--- config.mk ---
export PLATFORM = sky130hd
export DESIGN_NAME = rom_arbiter_flat
export DESIGN_NICKNAME = d
export VERILOG_FILES = /design/src/rtl/rom_arbiter_if.sv /design/src/rtl/rom_arbiter.sv /design/src/flat_wrapper.sv
export SDC_FILE = /design/constraint.sdc
export NUM_CORES = 1
export LEC_CHECK = 0
export ABC_AREA = 1
export CORE_AREA = 4 4 53 55
export CTS_CLUSTER_SIZE = 8
export DETAILED_ROUTE_END_ITERATION = 16
export DIE_AREA = 0 0 57 59
export PLACE_DENSITY = 0.81
export SETUP_SLACK_MARGIN = 0.05
export SYNTH_ARGS = -nofsm -noshare
export SYNTH_HDL_FRONTEND = slang
export SYNTH_SLANG_ARGS = --single-unit
--- constraint.sdc ---
create_clock -name raw_clk -period 1.2 [get_ports raw_clk]
set_input_delay 0.24 -clock raw_clk [delete_from_list [all_inputs] [get_ports raw_clk]]
set_output_delay 0.24 -clock raw_clk [all_outputs]
set_load 0.02 [all_outputs]
--- src/rtl/rom_arbiter_if.sv ---
// Two-port ROM read bus between the requesters/ROM and rom_arbiter.
// The master side drives requests and ROM data; the slave side is the arbiter.
interface rom_arbiter_if #(
   parameter int ADDR_WIDTH = 6,
   parameter int DATA_WIDTH = 8
);
   logic                  req0;
   logic [ADDR_WIDTH-1:0] addr0;
   logic                  req1;
   logic [ADDR_WIDTH-1:0] addr1;
   logic                  grant0;
   logic                  grant1;
   logic                  valid0;
   logic                  valid1;
   logic [DATA_WIDTH-1:0] data_out;
   logic                  busy;
   logic [ADDR_WIDTH-1:0] rom_address;
   logic [DATA_WIDTH-1:0] rom_data;

   modport master (
      output req0, addr0, req1, addr1, rom_data,
      input  grant0, grant1, valid0, valid1,
      input  data_out, busy, rom_address
   );

   modport slave (
      input  req0, addr0, req1, addr1, rom_data,
      output grant0, grant1, valid0, valid1,
      output data_out, busy, rom_address
   );
endinterface

--- src/rtl/rom_arbiter.sv ---
// Two-port arbiter in front of a synchronous ROM, one access per 2 cycles.
// Define ROM_ARB_RR_EN for round-robin ties; default is port 0 fixed priority.
module rom_arbiter #(
   parameter int ADDR_WIDTH = 6,
   parameter int DATA_WIDTH = 8
) (
   input logic          raw_clk,
   input logic          reset,
   rom_arbiter_if.slave bus
);
   typedef enum logic [1:0] {
      IDLE = 2'd0,
      READ = 2'd1,
      RESP = 2'd2
   } state_e;

   state_e                state_q, state_d;
   logic                  grant0_q, grant0_d;
   logic                  grant1_q, grant1_d;
   logic                  valid0_q, valid0_d;
   logic                  valid1_q, valid1_d;
   logic                  owner_q, owner_d;
   logic [ADDR_WIDTH-1:0] addr_q, addr_d;
   logic [DATA_WIDTH-1:0] data_q, data_d;
   logic                  any_req;
   logic                  arb_pt;
   logic                  win1;

`ifdef ROM_ARB_RR_EN
   // last_q = 1 means port 1 was served most recently
   logic                  last_q, last_d;
`endif

   assign any_req = bus.req0 | bus.req1;
   assign arb_pt  = (state_q == IDLE) || (state_q == RESP);

`ifdef ROM_ARB_RR_EN
   assign win1 = bus.req1 & (~bus.req0 | ~last_q);
`else
   assign win1 = bus.req1 & ~bus.req0;
`endif

   always_ff @(posedge raw_clk) begin
      if (reset) begin
         state_q <= IDLE;
      end else begin
         state_q <= state_d;
      end
   end

   always_comb begin
      state_d = state_q;
      unique case (state_q)
         IDLE:    state_d = any_req ? READ : IDLE;
         READ:    state_d = RESP;
         RESP:    state_d = any_req ? READ : IDLE;
         default: state_d = IDLE;
      endcase
   end

   always_comb begin
      grant0_d = 1'b0;
      grant1_d = 1'b0;
      valid0_d = 1'b0;
      valid1_d = 1'b0;
      owner_d  = owner_q;
      addr_d   = addr_q;
      data_d   = data_q;
`ifdef ROM_ARB_RR_EN
      last_d   = last_q;
`endif
      if (arb_pt && any_req) begin
         grant0_d = ~win1;
         grant1_d = win1;
         owner_d  = win1;
         addr_d   = win1 ? bus.addr1 : bus.addr0;
`ifdef ROM_ARB_RR_EN
         last_d   = win1;
`endif
      end
      if (state_q == RESP) begin
         data_d   = bus.rom_data;
         valid0_d = ~owner_q;
         valid1_d = owner_q;
      end
   end

   always_ff @(posedge raw_clk) begin
      if (reset) begin
         grant0_q <= 1'b0;
         grant1_q <= 1'b0;
         valid0_q <= 1'b0;
         valid1_q <= 1'b0;
         owner_q  <= 1'b0;
         addr_q   <= '0;
         data_q   <= '0;
`ifdef ROM_ARB_RR_EN
         last_q   <= 1'b1;
`endif
      end else begin
         grant0_q <= grant0_d;
         grant1_q <= grant1_d;
         valid0_q <= valid0_d;
         valid1_q <= valid1_d;
         owner_q  <= owner_d;
         addr_q   <= addr_d;
         data_q   <= data_d;
`ifdef ROM_ARB_RR_EN
         last_q   <= last_d;
`endif
      end
   end

   assign bus.grant0      = grant0_q;
   assign bus.grant1      = grant1_q;
   assign bus.valid0      = valid0_q;
   assign bus.valid1      = valid1_q;
   assign bus.data_out    = data_q;
   assign bus.rom_address = addr_q;
   assign bus.busy        = (state_q != IDLE);
endmodule
--- src/flat_wrapper.sv ---
// flat-port wrapper written by rule: the top's interface ports become plain ports
module rom_arbiter_flat 
#(
   parameter int ADDR_WIDTH = 6,
   parameter int DATA_WIDTH = 8
)
  (raw_clk, reset, bus_req0, bus_addr0, bus_req1, bus_addr1, bus_rom_data, bus_grant0, bus_grant1, bus_valid0, bus_valid1, bus_data_out, bus_busy, bus_rom_address);
  rom_arbiter_if #(.ADDR_WIDTH(ADDR_WIDTH), .DATA_WIDTH(DATA_WIDTH)) bus_i ();
  input logic raw_clk;
  input logic reset;
  input wire logic [$bits(bus_i.req0)-1:0] bus_req0;
  input wire logic [$bits(bus_i.addr0)-1:0] bus_addr0;
  input wire logic [$bits(bus_i.req1)-1:0] bus_req1;
  input wire logic [$bits(bus_i.addr1)-1:0] bus_addr1;
  input wire logic [$bits(bus_i.rom_data)-1:0] bus_rom_data;
  output wire logic [$bits(bus_i.grant0)-1:0] bus_grant0;
  output wire logic [$bits(bus_i.grant1)-1:0] bus_grant1;
  output wire logic [$bits(bus_i.valid0)-1:0] bus_valid0;
  output wire logic [$bits(bus_i.valid1)-1:0] bus_valid1;
  output wire logic [$bits(bus_i.data_out)-1:0] bus_data_out;
  output wire logic [$bits(bus_i.busy)-1:0] bus_busy;
  output wire logic [$bits(bus_i.rom_address)-1:0] bus_rom_address;
  assign bus_i.req0 = bus_req0;
  assign bus_i.addr0 = bus_addr0;
  assign bus_i.req1 = bus_req1;
  assign bus_i.addr1 = bus_addr1;
  assign bus_i.rom_data = bus_rom_data;
  assign bus_grant0 = bus_i.grant0;
  assign bus_grant1 = bus_i.grant1;
  assign bus_valid0 = bus_i.valid0;
  assign bus_valid1 = bus_i.valid1;
  assign bus_data_out = bus_i.data_out;
  assign bus_busy = bus_i.busy;
  assign bus_rom_address = bus_i.rom_address;
  rom_arbiter #(.ADDR_WIDTH(ADDR_WIDTH), .DATA_WIDTH(DATA_WIDTH)) u_core (.raw_clk(raw_clk), .reset(reset), .bus(bus_i));
endmodule
==> flow_metrics.env, run 1 <==
export IMPL_grt_overflow=0
export IMPL_cts_num_sinks=21
export IMPL_dp_cells=199
export IMPL_multi_input_area_um2=362
export IMPL_grt_pass1_wl_um=3710
export IMPL_max_slew_margin_rel_pct=82.2
export IMPL_power_density_nw_per_um2=1070
export IMPL_tightest_slew_ps=265
export IMPL_via_per_inst=4.46
export IMPL_drc=0
export IMPL_synth_adder_area_share_pct=0
export IMPL_synth_cells=123
export IMPL_syn_area_per_cell_um2=7.03
export IMPL_synth_cell_types=13
export IMPL_hpwl_um=1750
export IMPL_n_fill_cell=231
export IMPL_synth_area_mux_share_pct=0
export IMPL_ff_latch_area_um2=423
export IMPL_crit_type="register to output port"
export IMPL_power_w=0.00147
export IMPL_synth_top_family_by_area="simple AND/OR/NAND/NOR gates"
export IMPL_insertion_delay_ps=300
export IMPL_yosysTopAreaCellShare_pct=48.6
export IMPL_ant_nets=0
export IMPL_final_util_pct=57.2
export IMPL_dpl_instance_area_um2=1360
export IMPL_finalInstanceArea_um2=1370
export IMPL_area_delta_synth_final_pct=58.0
export IMPL_hold_class="register to register"
export IMPL_clk_pin_slew_ps=110
export IMPL_max_freq_mhz=897
export IMPL_cp_start_kind="register"
export IMPL_first_iter_violations=26
export IMPL_maxCapViolCount=0
export IMPL_most_common_layout_cells="nor2_1, nand2_1, clkdlybuf4s50_1"
export IMPL_synth_seq_area_share_pct=48.6
export IMPL_clockBufferDepth=2
export IMPL_fin_nets=203
export IMPL_grt_antenna_before_repair=0
export IMPL_hold_viol_final=0
export IMPL_grt_pass1_vias=908
export IMPL_start_util_pct=36.2
export IMPL_final_setup_viol_count=0
export IMPL_synthesis_area_um2=865
export IMPL_synth_warnings=0
export IMPL_cts_hold_buf=0
export IMPL_yosys_area_share_simple_pct=34.4
export IMPL_setup_worst_path_end_class="output port"
export IMPL_core_area_um2=2390
export IMPL_die_y_um=59
export IMPL_synth_nets=147
export IMPL_synth_seq_cells=21
export IMPL_routabilityCongestion=0.833
export IMPL_rows=18
export IMPL_fin_cells=208
export IMPL_vias=927
export IMPL_cts_max_level=1
export IMPL_io_pins=43
export IMPL_io_buffers=42
export IMPL_wl_um=2210
export IMPL_arrival_ps=870
export IMPL_rsz0062_at_grt="no"
export IMPL_p_leak_nw=0.703
export IMPL_period_share_pct=92.9
export IMPL_wire_per_inst_um=10.6
export IMPL_cts_tree="done"
export IMPL_cts_root_buffer="clkbuf_4"
export IMPL_final_common_cell="nor2_1"
export IMPL_finalMaxSlewViolations=0
export IMPL_grt_use_total_pct=14.2
export IMPL_synth_xor_area_share_pct=0
export IMPL_yosys_top_cells_area="dfxtp_1, nor2_1, nand2_1"
export IMPL_worst_path_max_fanout=2
export IMPL_irDropWorstVdd_uv=648
export IMPL_drt_pass1_iterations=4
export IMPL_synth_compound_area_share_pct=6.51
export IMPL_die_x_um=57
export IMPL_numCtsBuffers=3
export IMPL_die_area_um2=3360
export IMPL_period_minus_slack_ps=1110
export IMPL_finalClockSkew_ps=6.24
export IMPL_insertedDiodeCount=0
export IMPL_status="finished, final reports clean"
export IMPL_synth_top_cell_by_area="dfxtp_1"
export IMPL_drive_gt1_share_pct=25.3
export IMPL_cp_required_ps=960
export IMPL_grt_max_degree=17
kinds of logic after synthesis:
group,count (synthesis)
and+or+nand+nor,72
DFF,21
buffers and inverters,21
AOI/OAI and AO/OA,9
critical path, stage by stage, from the launching register on:
cell and delay, ps:
dfxtp_2 340, inv_2 60, nand2_2 50, buf_6 120
flip-flops by register name, summed over array words and instances (netlist names):
register                count
u_core.bus.grant0           1
u_core.owner_q              1
u_core.bus.grant1           1
u_core.bus.rom_address      6
u_core.state_q              2
u_core.bus.valid1           1
u_core.bus.data_out         8
u_core.bus.valid0           1
per-stage QoR:
| step | setup WS, ps | hold WS, ps | setup TNS, ps |
|---|---|---|---|
| finish | 85.6 | 418 | 0 |
| global route | 44.8 | 432 | 0 |
| CTS | 20.6 | 430 | 0 |
| detailed placement | -322 | 414 | -2510 |
| global placement | -241 | 407 | -1930 |
| floorplan | 304 | 313 | 0 |
timing repair:
item / in CTS / in global routing
setup endpoints to repair: 23 / 22
pin swaps: 0 / 2
resized for setup: 69 / 14
buffers inserted: 0 / 5
cells in the mapped netlist:
master and number:
buf_4 1, buf_6 1, dfxtp_1 21, inv_1 17, inv_2 2, nand2_1 22
nand3_1 7, nor2_1 36, nor2_2 3, nor2_4 1, nor3_1 3, o21ai_0 8
o21ai_4 1
where the power goes:
group / switching [W] / total (W) / internal [W]
Combinational: 0.000193 / 0.000370 / 0.000178
Sequential: 0.0000215 / 0.000765 / 0.000743
Clock: 0.000202 / 0.000332 / 0.000129
Total: 0.000416 / 0.00147 / 0.00105
cell type report:
| class | count | share of cell area (%) |
|---|---|---|
| Inverter | 19 | 5.22 |
| Multi-Input combinational cell | 81 | 26.5 |
| Clock buffer | 4 | 1.92 |
| Sequential cell | 21 | 31.0 |
| Tap cell | 30 | 2.75 |
| Timing Repair Buffer | 53 | 32.7 |
final timing paths:
path | from | end | slack, ps | cells after the start
worst max-delay path | u_core.state_q[0] | bus_busy | 90 | 3
worst min-delay path | u_core.state_q[1] | u_core.state_q[1] | 420 | 1
worst max register to register | u_core.state_q[0] | u_core.owner_q | 150 | 7
worst min register to register | u_core.state_q[1] | u_core.state_q[1] | 420 | 1
per-layer routing:
| layer | track usage, % | vias to the layer above | routed length [um] |
|---|---|---|---|
| li1 | - | 478 | - |
| met1 | 15.2 | 398 | 924 |
| met2 | 24.1 | 47 | 1010 |
| met3 | 4.36 | 4 | 226 |
| met4 | 9.27 | 0 | 51 |
| met5 | 0 | - | 0 |
Power figures use the tool's default switching activity.
==> run 2: changes to the inputs <==
--- a/config.mk
+++ b/config.mk
@@ -6,11 +6,12 @@
 export NUM_CORES = 1
 export LEC_CHECK = 0
 export ABC_AREA = 1
-export CORE_AREA = 4 4 53 55
+export CORE_AREA = 4 4 52 54
+export CTS_BUF_LIST = sky130_fd_sc_hd__clkbuf_8
 export CTS_CLUSTER_SIZE = 8
 export DETAILED_ROUTE_END_ITERATION = 16
-export DIE_AREA = 0 0 57 59
-export PLACE_DENSITY = 0.81
+export DIE_AREA = 0 0 56 58
+export PLACE_DENSITY = 0.84
 export SETUP_SLACK_MARGIN = 0.05
 export SYNTH_ARGS = -nofsm -noshare
 export SYNTH_HDL_FRONTEND = slang
==> run 2 against run 1 <==
Effect of this change: clock skew about the same; first-iteration DRC count down 38%; count of clock-buffer cells in the layout down 1; wire length up 2.1%; critical path depth down 2; clock power up 34%; power up 7.6%; non-clock buffer count down 1; final cell count down 1.4%; critical path type unchanged; largest cell class unchanged; largest power group unchanged.
==> flow_metrics.env, run 2 (synthesis gave the netlist of run 1 again) <==
export IMPL_slowest_stage="dfxtp_1"
export IMPL_grt_pass1_vias=875
export IMPL_grt_use_total_pct=14.2
export IMPL_critPathTopFamily="flip-flops"
export IMPL_fin_cells=205
export IMPL_area_delta_synth_final_pct=60.5
export IMPL_max_freq_mhz=901
export IMPL_critPathMaxStageDelay_ps=320
export IMPL_io_buffers=42
export IMPL_ant_nets=0
export IMPL_setup_worst_path_end_class="output port"
export IMPL_tightest_slew_ps=279
export IMPL_vias=904
export IMPL_seqPwrFrac_pct=48.5
export IMPL_cts_tree="done"
export IMPL_die_y_um=58
export IMPL_path_buf_inv=1
export IMPL_most_common_layout_cells="nor2_1, nand2_1, clkdlybuf4s50_1"
export IMPL_wire_per_inst_um=11.0
export IMPL_period_share_pct=92.5
export IMPL_hpwl_um=1760
export IMPL_cp_required_ps=960
export IMPL_worstSetupPathDepth=1
export IMPL_insertion_delay_ps=260
export IMPL_rr_worst_depth=6
export IMPL_p_leak_nw=0.691
export IMPL_dp_cells=198
export IMPL_irDropWorstVdd_uv=545
export IMPL_maxCapViolCount=0
export IMPL_whs_path_depth=1
export IMPL_cts_num_sinks=21
export IMPL_io_pins=43
export IMPL_p_int_w=0.00115
export IMPL_hold_slack_ps=425
export IMPL_numCtsBuffers=3
export IMPL_worstPathCellList="clkdlybuf4s15_1"
export IMPL_power_density_nw_per_um2=1140
export IMPL_comb_power_share_pct=23.3
export IMPL_power_w=0.00158
export IMPL_p_switching_w=0.000427
export IMPL_grt_antenna_before_repair=0
export IMPL_max_slew_margin_rel_pct=81.4
export IMPL_first_iter_violations=16
export IMPL_fin_nets=202
export IMPL_clockPowerShare_pct=28.1
export IMPL_drive_gt1_share_pct=22.0
export IMPL_hold_class="register to register"
export IMPL_arrival_ps=870
export IMPL_period_minus_slack_ps=1110
export IMPL_rows=17
export IMPL_cts_hold_buf=0
export IMPL_via_per_inst=4.41
export IMPL_p_sw_share_pct=27.0
export IMPL_cts_root_buffer="clkbuf_8"
export IMPL_wl_um=2260
export IMPL_rsz0062_at_grt="yes"
export IMPL_core_area_um2=2210
export IMPL_grt_max_degree=17
export IMPL_grt_overflow=0
export IMPL_routabilityCongestion=0.763
export IMPL_finalMaxSlewViolations=0
export IMPL_clk_pin_slew_ps=70
export IMPL_die_x_um=56
export IMPL_insertedDiodeCount=0
export IMPL_finalClockSkew_ps=6.54
export IMPL_hold_viol_final=0
export IMPL_crit_type="register to output port"
export IMPL_die_area_um2=3250
export IMPL_largest_register_ffs=8
export IMPL_clockBufferDepth=2
export IMPL_final_common_cell="nor2_1"
export IMPL_grt_pass1_wl_um=3710
export IMPL_cts_max_level=1
export IMPL_final_util_pct=62.7
export IMPL_drc=0
export IMPL_cp_start_kind="register"
export IMPL_start_util_pct=39.1
export IMPL_drt_pass1_iterations=2
export IMPL_worst_path_max_fanout=1
export IMPL_status="finished, final reports clean"
export IMPL_final_setup_viol_count=0
[run 2: layout make-up]
class,count,area (um^2)
sequential,21,422
clock inverter,1,5.00
fill,220,825
multi-input combinational,81,354
clock buffer,3,41.3
tap,28,35.0
inverter,19,73.8
timing repair buffer,52,457
[run 2: final timing paths]
path / startpoint / to / slack [ps]
max: u_core.bus.grant1 / bus_grant1 / 90
min: u_core.state_q[1] / u_core.state_q[1] / 430
max reg2reg: u_core.state_q[1] / u_core.bus.data_out[3] / 100
min reg2reg: u_core.state_q[1] / u_core.state_q[1] / 430
[run 2: repair_timing]
item / 4_1_cts / 5_1_grt
setup buffers: 0 / 3
endpoints found under the hold margin: 0 / 0
endpoints found under the setup margin: 28 / 23
cloned: 0 / 0
gates resized for setup: 43 / 21
pin swaps: 1 / 2
[run 2: per-stage QoR]
| step | instance area (um^2) | setup TNS [ps] | setup WS (ps) |
|---|---|---|---|
| 2_1_floorplan | 865 | 0 | 304 |
| 3_3_place_gp | 1370 | -1980 | -222 |
| 3_5_place_dp | 1370 | -2380 | -268 |
| 4_1_cts | 1410 | 0 | 51.1 |
| 5_1_grt | 1390 | 0 | 17.9 |
| 6_report | 1390 | 0 | 90.2 |
[run 2: per-layer routing]
metal  GRT usage (%)  wire [um]
met1            15.1        952
met3            4.23        189
met2            26.4       1110
met4            5.08         10
met5               0          0
[run 2: power groups by stage]
stage	registers [W]	logic, W	clock network [W]
final	0.000766	0.000368	0.000444
after global routing	0.000772	0.000408	0.000489
after CTS	0.000764	0.000371	0.000456
after detailed placement	0.000780	0.000392	0
after global placement	0.000779	0.000382	0
after floorplan	0.000829	0.000131	0
==> run 3: changes to the inputs <==
--- a/config.mk
+++ b/config.mk
@@ -11,6 +11,7 @@
 export CTS_CLUSTER_SIZE = 8
 export DETAILED_ROUTE_END_ITERATION = 16
 export DIE_AREA = 0 0 56 58
+export HOLD_SLACK_MARGIN = 0.08
 export PLACE_DENSITY = 0.84
 export SETUP_SLACK_MARGIN = 0.05
 export SYNTH_ARGS = -nofsm -noshare
==> results of run 3 <==
Final layout, timing and power as in run 2 (identical DEF).
